File: src/rtl/pipeline_foreground_fetch.sv
// Foreground pixel fetch stage: turns foreground coordinates into SRAM reads
// and returns one colour per input pixel, strictly in input order. Inactive or
// out-of-frame pixels bypass the SRAM and come out as zero.
module pipeline_foreground_fetch #(
   parameter int RESOLUTION_X = 640,
   parameter int RESOLUTION_Y = 480,
   parameter int ADDR_WIDTH   = 19,
   parameter int PIXEL_WIDTH  = 12,
   parameter int DEPTH        = 4
) (
   input  logic                   clk,
   input  logic                   rst,
   input  logic                   in_valid,
   output logic                   in_ready,
   input  logic [9:0]             fg_pixel_x,
   input  logic [9:0]             fg_pixel_y,
   input  logic                   fg_active,
   output logic                   mem_req,
   output logic [ADDR_WIDTH-1:0]  mem_addr,
   input  logic                   mem_ack,
   input  logic                   mem_rvalid,
   input  logic [PIXEL_WIDTH-1:0] mem_rdata,
   output logic                   out_valid,
   input  logic                   out_ready,
   output logic [PIXEL_WIDTH-1:0] out_pixel,
   output logic                   out_active
);

   localparam int PTR_W = (DEPTH > 1) ? $clog2(DEPTH) : 1;
   localparam int CNT_W = PTR_W + 1;
   localparam logic [31:0]      RES_X   = RESOLUTION_X;
   localparam logic [31:0]      RES_Y   = RESOLUTION_Y;
   localparam logic [CNT_W-1:0] DEPTH_C = CNT_W'(DEPTH);
   localparam logic [PTR_W-1:0] PTR_ONE = PTR_W'(1);
   localparam logic [CNT_W-1:0] CNT_ONE = CNT_W'(1);

   // Reorder buffer: one entry per accepted pixel, in input order
   logic                   buf_active_q [DEPTH];
   logic                   buf_filled_q [DEPTH];
   logic [PIXEL_WIDTH-1:0] buf_data_q   [DEPTH];

   logic [PTR_W-1:0]      wr_ptr_q, wr_ptr_d;
   logic [PTR_W-1:0]      rd_ptr_q, rd_ptr_d;
   logic [CNT_W-1:0]      count_q, count_d;
   logic                  mem_req_q, mem_req_d;
   logic [ADDR_WIDTH-1:0] mem_addr_q, mem_addr_d;

   logic                  eff_active;
   logic [ADDR_WIDTH-1:0] addr_calc;
   logic                  push;
   logic                  pop;
   logic                  fill;
   logic                  fill_found;
   logic [PTR_W-1:0]      fill_idx;
   logic [PTR_W-1:0]      scan_idx;

   // Out-of-frame coordinates (upstream shift overflow) never touch the SRAM.
   assign eff_active = fg_active && (32'(fg_pixel_x) < RES_X) && (32'(fg_pixel_y) < RES_Y);
   // Modular arithmetic at ADDR_WIDTH equals the full-width result truncated.
   assign addr_calc  = ADDR_WIDTH'(fg_pixel_y) * ADDR_WIDTH'(RESOLUTION_X) + ADDR_WIDTH'(fg_pixel_x);

   // A pending unacknowledged request blocks new input: the request slot is single.
   assign in_ready   = !rst && (count_q < DEPTH_C) && !(mem_req_q && !mem_ack);
   assign push       = in_valid && in_ready;
   assign out_valid  = (count_q != '0) && buf_filled_q[rd_ptr_q];
   assign out_pixel  = buf_data_q[rd_ptr_q];
   assign out_active = buf_active_q[rd_ptr_q];
   assign pop        = out_valid && out_ready;
   assign fill       = mem_rvalid && fill_found;
   assign mem_req    = mem_req_q;
   assign mem_addr   = mem_addr_q;

   // Locate the oldest active entry still waiting for data; inactive entries are skipped
   always_comb begin
      fill_found = 1'b0;
      fill_idx   = '0;
      scan_idx   = '0;
      for (int i = 0; i < DEPTH; i++) begin
         scan_idx = rd_ptr_q + PTR_W'(i);
         if (!fill_found && (CNT_W'(i) < count_q) &&
             buf_active_q[scan_idx] && !buf_filled_q[scan_idx]) begin
            fill_found = 1'b1;
            fill_idx   = scan_idx;
         end
      end
   end

   // Next-state for pointers, occupancy and the request slot
   always_comb begin
      wr_ptr_d   = wr_ptr_q;
      rd_ptr_d   = rd_ptr_q;
      count_d    = count_q;
      mem_req_d  = mem_req_q;
      mem_addr_d = mem_addr_q;
      if (push) wr_ptr_d = wr_ptr_q + PTR_ONE;
      if (pop)  rd_ptr_d = rd_ptr_q + PTR_ONE;
      if (push && !pop)      count_d = count_q + CNT_ONE;
      else if (!push && pop) count_d = count_q - CNT_ONE;
      // A new active accept in the ack cycle reloads the slot and keeps mem_req high.
      if (push && eff_active) begin
         mem_req_d  = 1'b1;
         mem_addr_d = addr_calc;
      end else if (mem_ack) begin
         mem_req_d  = 1'b0;
      end
   end

   // Pointer, count and request-slot registers
   always_ff @(posedge clk or posedge rst) begin
      if (rst) begin
         wr_ptr_q   <= '0;
         rd_ptr_q   <= '0;
         count_q    <= '0;
         mem_req_q  <= 1'b0;
         mem_addr_q <= '0;
      end else begin
         wr_ptr_q   <= wr_ptr_d;
         rd_ptr_q   <= rd_ptr_d;
         count_q    <= count_d;
         mem_req_q  <= mem_req_d;
         mem_addr_q <= mem_addr_d;
      end
   end

   // Buffer entries: push a new pixel at the write pointer, fill returned data in order
   always_ff @(posedge clk or posedge rst) begin
      if (rst) begin
         for (int i = 0; i < DEPTH; i++) begin
            buf_active_q[i] <= 1'b0;
            buf_filled_q[i] <= 1'b0;
            buf_data_q[i]   <= '0;
         end
      end else begin
         // Push slot is always free and fill targets an occupied entry, so they never collide.
         if (push) begin
            buf_active_q[wr_ptr_q] <= eff_active;
            buf_filled_q[wr_ptr_q] <= !eff_active;
            buf_data_q[wr_ptr_q]   <= '0;
         end
         if (fill) begin
            buf_filled_q[fill_idx] <= 1'b1;
            buf_data_q[fill_idx]   <= mem_rdata;
         end
      end
   end

endmodule
File: config.mk
export PLATFORM = sky130hd
export DESIGN_NAME = pipeline_foreground_fetch
export DESIGN_NICKNAME = d
export VERILOG_FILES = /design/src/rtl/pipeline_foreground_fetch.sv
export SDC_FILE = /design/constraint.sdc
export NUM_CORES = 1
export LEC_CHECK = 0
export BUFFER_PORTS_ARGS = -buffer_cell sky130_fd_sc_hd__clkbuf_2
export CAP_MARGIN = 15
export CORE_MARGIN = 2
export CORE_UTILIZATION = 32
export CTS_CLUSTER_DIAMETER = 30
export CTS_CLUSTER_SIZE = 12
export DETAILED_ROUTE_END_ITERATION = 8
export REMOVE_ABC_BUFFERS = 1
export SLEW_MARGIN = 20
export SYNTH_ARGS = -nofsm -noshare
export SYNTH_HDL_FRONTEND = slang
export SYNTH_SLANG_ARGS = --single-unit
File: constraint.sdc
create_clock -name clk -period 3.24 [get_ports clk]
set_input_delay 0.324 -clock clk [delete_from_list [all_inputs] [get_ports clk]]
set_output_delay 0.324 -clock clk [all_outputs]
set_load 0.1 [all_outputs]
**Yosys cells after proc, flatten, opt, wreduce, memory -nomap -nowiden**

Index checks and enable logic that the tools add are counted.

- Bits in registers: 83
- Bits of input ports: 39
- Logic and storage cells: 144

- Add/sub/neg operators: 7
- $mul: 1
- Magnitude comparators: 15
- Muxes and demuxes: 54
- Bitwise logic cells: 9
- Reductions and logical operators: 41

Operators with widths:

| cell | number |
|---|---|
| two-way mux 48 bit | 2 |
| AND 48 bit | 1 |
| bitwise mux 48 bit | 1 |
| demux 12 bit (select 2 bit) | 2 |
| two-way mux 12 bit | 4 |
| inverter 48 bit | 1 |
| logical AND 1 bit | 25 |
| binary-select mux 12 bit (select 2 bit) | 1 |
| two-way mux 1 bit | 24 |
| adder 19 x 10 -> 19 bit | 1 |
| greater-or-equal comparator 3 bit, second input constant | 6 |
| inverter 2 -> 3 bit | 6 |
| binary-select mux 1 bit (select 2 bit) | 8 |
| zero test 1 bit | 13 |
| multiplier 10 x 3 -> 12 bit, second input constant | 1 |
| < comparator 10 bit, second input constant | 1 |
| < comparator 10 x 9 -> 1 bit, second input constant | 1 |
| bitwise mux 4 bit | 2 |
| two-way mux 2 bit | 4 |
| two-way mux 4 bit | 2 |
| < comparator 1 x 3 -> 1 bit, first input constant | 2 |
| < comparator 2 x 3 -> 1 bit, first input constant | 2 |
| < comparator 3 x 1 -> 1 bit, second input constant | 2 |
| two-way mux 3 bit | 2 |
| other kinds (9) | 13 |

**Longest topological paths before layout**

- Depth after elaboration: 29
- Mapped depth: 11
- Gate-level depth less buffers: 11

**Worst setup path before layout**

No wires, ideal clock.

- Path type: register -> register
- From: register rd_ptr_q[0]
- To: register count_q[2]
- Arrival: 4522 ps
- Required time: 3116 ps
- Setup slack: -1406 ps
- Cell stages (with the launch flop): 10
- Path buffers: 2
- Clock period less this slack: 4646 ps
- Path through: dfrtp_1 > buf_1 > buf_2 > mux4_2 > a21boi_0 > nand2_1 > ha_1 > mux2i_1 > nor2_1 > xnor2_1

- Longest elaborated chain between the ends: 9

RTL lines:

| item | RTL line | source |
|---|---|---|
| start, declared | 43 | `logic [PTR_W-1:0] rd_ptr_q, rd_ptr_d;` |
| start signal, assigned | 118 | `rd_ptr_q <= rd_ptr_d;` |
| inverter 2 -> 3 bit (not written as such) (*) | 65 | `assign out_valid = (count_q != '0) && buf_filled_q[rd_ptr_q];` |
| binary-select mux 1 bit (select 2 bit) (*) | 65 |  |
| two-way mux 1 bit (not written as such) (*) (2 in a row) | 65 |  |
| logical AND 1 bit (*) | 65 |  |
| via out_valid | 23 | `output logic out_valid,` |
| logical AND 1 bit (*) | 68 | `assign pop = out_valid && out_ready;` |
| zero test 1 bit | 97 | `if (push && !pop) count_d = count_q + CNT_ONE;` |
| logical AND 1 bit | 97 |  |
| two-way mux 3 bit / nonzero test 2 bit (equally long branches) | n/a |  |
| end signal, assigned | 119 | `count_q <= count_d;` |
| end, declared | 44 | `logic [CNT_W-1:0] count_q, count_d;` |

Mark *: on every way through the listed nets, which the timed path passes. The rest lies on a longest branch. The select of a mux whose other input is x is not followed.
A chain may end at the register's enable or synchronous reset.

**Worst setup path in the final report**

- From: register count_q[1]
- To: register buf_data_q[42] in the netlist's numbering

- Longest elaborated chain between the ends: 26

RTL lines:

| item | RTL line | source |
|---|---|---|
| < comparator 1 x 3 -> 1 bit | 80 | `if (!fill_found && (CNT_W'(i) < count_q) &&` |
| logical AND 1 bit | 80 |  |
| logical AND 1 bit | 81 | `buf_active_q[scan_idx] && !buf_filled_q[scan_idx]) begin` |
| two-way mux 1 bit | 80 |  |
| zero test 1 bit | 80 |  |
| logical AND 1 bit (2 in a row) | 80 |  |
| logical AND 1 bit | 81 |  |
| two-way mux 1 bit | 80 |  |
| (+9 left out) | n/a |  |
| two-way mux 2 bit | 80 |  |
| inverter 2 -> 3 bit (not written as such) | 142 | `buf_data_q[fill_idx] <= mem_rdata;` |
| greater-or-equal comparator 3 bit (not written as such) / < comparator 3 x 1 -> 1 bit (equally long branches) | 142 |  |
| logical AND 1 bit (not written as such) | 142 |  |
| two-way mux 12 bit (not written as such) | 142 |  |
| demux 12 bit (select 2 bit) | 142 |  |
| bitwise mux 48 bit | 142 |  |
| two-way mux 48 bit (*) | 140 | `if (fill) begin` |
| end signal, assigned by index | 142 |  |
| end, declared | 40 | `logic [PIXEL_WIDTH-1:0] buf_data_q [DEPTH];` |

Every way passes the cells marked *; elsewhere a longest branch is shown, timed or not.

==> run_results.csv <==
group,metric,value,unit
cts,post_cts_buffers,0,
global_routing,grt_pass1_wl,19.4,mm
synthesis,synth_seq_cells,83,
route,drt-wirelength-per-cell,15.9,µm
worst_setup_path,cp_data_required_time,3.49,ns
cts,clock_path_buffers,2,
route,via_count,3591,
cts,ctsResizeCount,0,
die,core,0.0151,mm²
cts,insertion_delay,0.34,ns
die,die_y,128,µm
layout,drive_gt1_share,25.8,%
route,vias_per_cell,5.00,
sta,fin_ws,0.323,ns
status,run_status,"finished, final reports clean",
placed_design,post-place-ws,0.288,ns
worst_setup_path,reg2reg_depth,8,
global_routing,antenna_found_initial,0,
sta,timing.fmax,343,MHz
die,io_pins,74,
global_routing,grt_start_max_net_pins,53,
cts,cts_buffers,9,
worst_setup_path,cp-end-kind,"flop",
hold_path,min_path_type,"in2async",
worst_setup_path,regToRegSetupSlack,0.32,ns
cts,hold_buffers,0,
layout,fin_nets,594,
route,drtAntennaViolNets,0,
sta,finalSetupViolCount,0,
route,drt_iter0_drc,236,
layout,instances_no_fill,718,
layout,ff_latch_area,0.00208,mm²
placed_design,place_inst,702,
cts,clock-sinks,83,
sta,rsz0062_at_grt,"false",
layout,multiInputGateArea,0.00264,mm²
layout,area_delta_synth_final,18.0,%
synthesis,synth_area,0.00495,mm²
sta,period_needed,2.92,ns
synthesis,ys_warn_count,0,
cts,ctsHtreeMaxLevel,3,
synthesis,synth_cells,450,
flow_run,maxCapViolations,0,
synthesis,synth.distinct_cells,59,
sta,skew,0.0128,ns
sta,max_slew_margin,38.7,%
die,die_w,128,µm
cts,clk_pin_slew,0.07,ns
route,drc,0,
synthesis,synth_edf_count,0,
synthesis,syn_area_per_cell,11.0,µm²
die,start_util,32.7,%
worst_setup_path,critPathMaxFanout,13,
sta,fin_crit_sh,90.0,%
worst_setup_path,path_class,"reg2reg",
synthesis,yosysSeqAreaShare,42.0,%
sta,hold_viol,0,
synthesis,synthArstFlopShare,100,%
sta,worstMarginPinSlew,0.920,ns
route,wirelength,11.4,mm
cts,cts_root_buf,"clkbuf_16",
layout,n_antenna_cell,0,
worst_setup_path,rr_endpoint,"buf_data_q[42]$_DFF_PP0_",
global_routing,grt_pass1_vias,3904,
worst_setup_path,rr_startpoint,"count_q[1]$_DFFE_PP0P_",
route,firstDrtPassIters,4,
sta,maxSlewViolCount,0,
die,rows,45,
cts,tritoncts,"yes",
global_routing,overflow,0,
synthesis,ys.flop_type,"dfrtp_1",
placed_design,port_buffers,73,
sta,tns,0,ns
layout,fillerInstances,1460,
sta,hold_slack,0.145,ns
placed_design,place_congestion,0.815,
worst_setup_path,arrival,3.17,ns
placed_design,post-dp-hpwl,8.40,mm
global_routing,grtUsageTotal,14.8,%
worst_setup_path,cp-start-kind,"flop",
die,design.die.area,0.0165,mm²
layer usage:
| metal | up-vias | routed length, µm | global-route usage, % |
|---|---|---|---|
| li1 | 1725 | - | - |
| met5 | - | 0 | 0 |
| met1 | 1779 | 5090 | 19.0 |
| met2 | 71 | 5760 | 25.5 |
| met4 | 0 | 200 | 4.91 |
| met3 | 16 | 345 | 2.45 |
how the worst max path moves through the flow:
| stage | to | slack [ns] | depth (start not counted) | startpoint |
|---|---|---|---|---|
| detailed placement | mem_addr[17]$_DFFE_PP0P_ | 0.29 | 12 | fg_pixel_y[1] |
| global route | buf_data_q[38]$_DFF_PP0_ | 0.06 | 8 | count_q[1]$_DFFE_PP0P_ |
| global placement | mem_addr[18]$_DFFE_PP0P_ | 0.34 | 10 | fg_pixel_y[1] |
| finish | buf_data_q[42]$_DFF_PP0_ | 0.32 | 8 | count_q[1]$_DFFE_PP0P_ |
| floorplan | mem_addr[0]$_DFFE_PP0P_ | -1.69 | 5 | mem_req$_DFFE_PP0P_ |
| CTS | buf_data_q[42]$_DFF_PP0_ | 0.30 | 8 | count_q[1]$_DFFE_PP0P_ |
cells by family (layout without fill, tap and decap cells):
logic type / after synthesis / after routing / synth area share [%]
muxes: 80 / 80 / 20.3
xor gates and xnor gates: 21 / 21 / 3.72
buffers and inverters: 51 / 131 / 4.73
DFF: 83 / 83 / 42.0
AOI/OAI and AO/OA: 52 / 52 / 7.33
adders and majority gates: 30 / 30 / 7.89
and+or+nand+nor: 133 / 133 / 14.1
worst max-delay path, stage by stage (launching register included):
cell and delay, ns:
dfrtp_1 0.38, inv_1 0.10, ha_1 0.19, o21a_1 0.21
or4_1 0.62, nor2_1 0.13, o311a_2 0.22, and3_1 0.72
mux2i_1 0.27
placed cells by master (no fill, tap or decap), types with 12 or more instances in the layout:
master,count
nand2_1,50
buf_4,13
mux4_2,15
xnor2_1,12
nand2b_1,16
ha_1,28
mux2_2,13
mux2i_1,52
a21oi_1,16
inv_1,28
clkbuf_2,72
nor2_1,13
dfrtp_1,83
per-stage QoR:
stage,utilization [%],area [µm²]
global route,38.6,5840
finish,38.6,5840
floorplan,-,4820
CTS,38.6,5840
detailed placement,36.6,5540
global placement,36.6,5540
state kept, by name, indices dropped and copies added (netlist names):
register,cells
buf_active_q,4
wr_ptr_q,2
rd_ptr_q,2
mem_req,1
count_q,3
buf_data_q,48
mem_addr,19
buf_filled_q,4
cell type report:
type | instances | area share [%]
flip-flops and latches | 83 | 35.6
multi-input cells | 316 | 45.2
clock buffers | 10 | 3.92
clock inverters | 6 | 1.24
well taps | 188 | 4.03
repair buffers | 86 | 8.19
inverters | 29 | 1.89
synthesized netlist by cell type (all sizes together), types with 2 or more instances:
| cell type | number | area share, % |
|---|---|---|
| nor3b | 4 | 0.61 |
| nand3b | 3 | 0.46 |
| a22o | 3 | 0.53 |
| clkbuf | 8 | 0.61 |
| inv | 29 | 2.2 |
| mux2i | 52 | 11 |
| nor2 | 14 | 1.1 |
| nor4b | 2 | 0.35 |
| nor2b | 8 | 1.0 |
| or2 | 6 | 0.76 |
| fa | 2 | 0.81 |
| buf | 14 | 1.9 |
| a21boi | 2 | 0.30 |
| o21a | 2 | 0.30 |
| xor2 | 9 | 1.6 |
| xnor2 | 12 | 2.1 |
| o21ai | 12 | 1.2 |
| dfrtp | 83 | 42 |
| and2 | 2 | 0.25 |
| a21oi | 16 | 1.6 |
| nand2b | 16 | 2.0 |
| mux4 | 15 | 6.8 |
| o21bai | 2 | 0.30 |
| mux2 | 13 | 3.0 |
| nand4 | 2 | 0.25 |
| nand3 | 6 | 0.61 |
| ha | 28 | 7.1 |
| nand2 | 50 | 3.8 |
| and3 | 6 | 0.76 |
| and3b | 3 | 0.53 |
| nor3 | 5 | 0.51 |
Power is left out: the tool's default activity adds up to more than one toggle a clock period on the data nets, which glitch-free logic cannot reach.
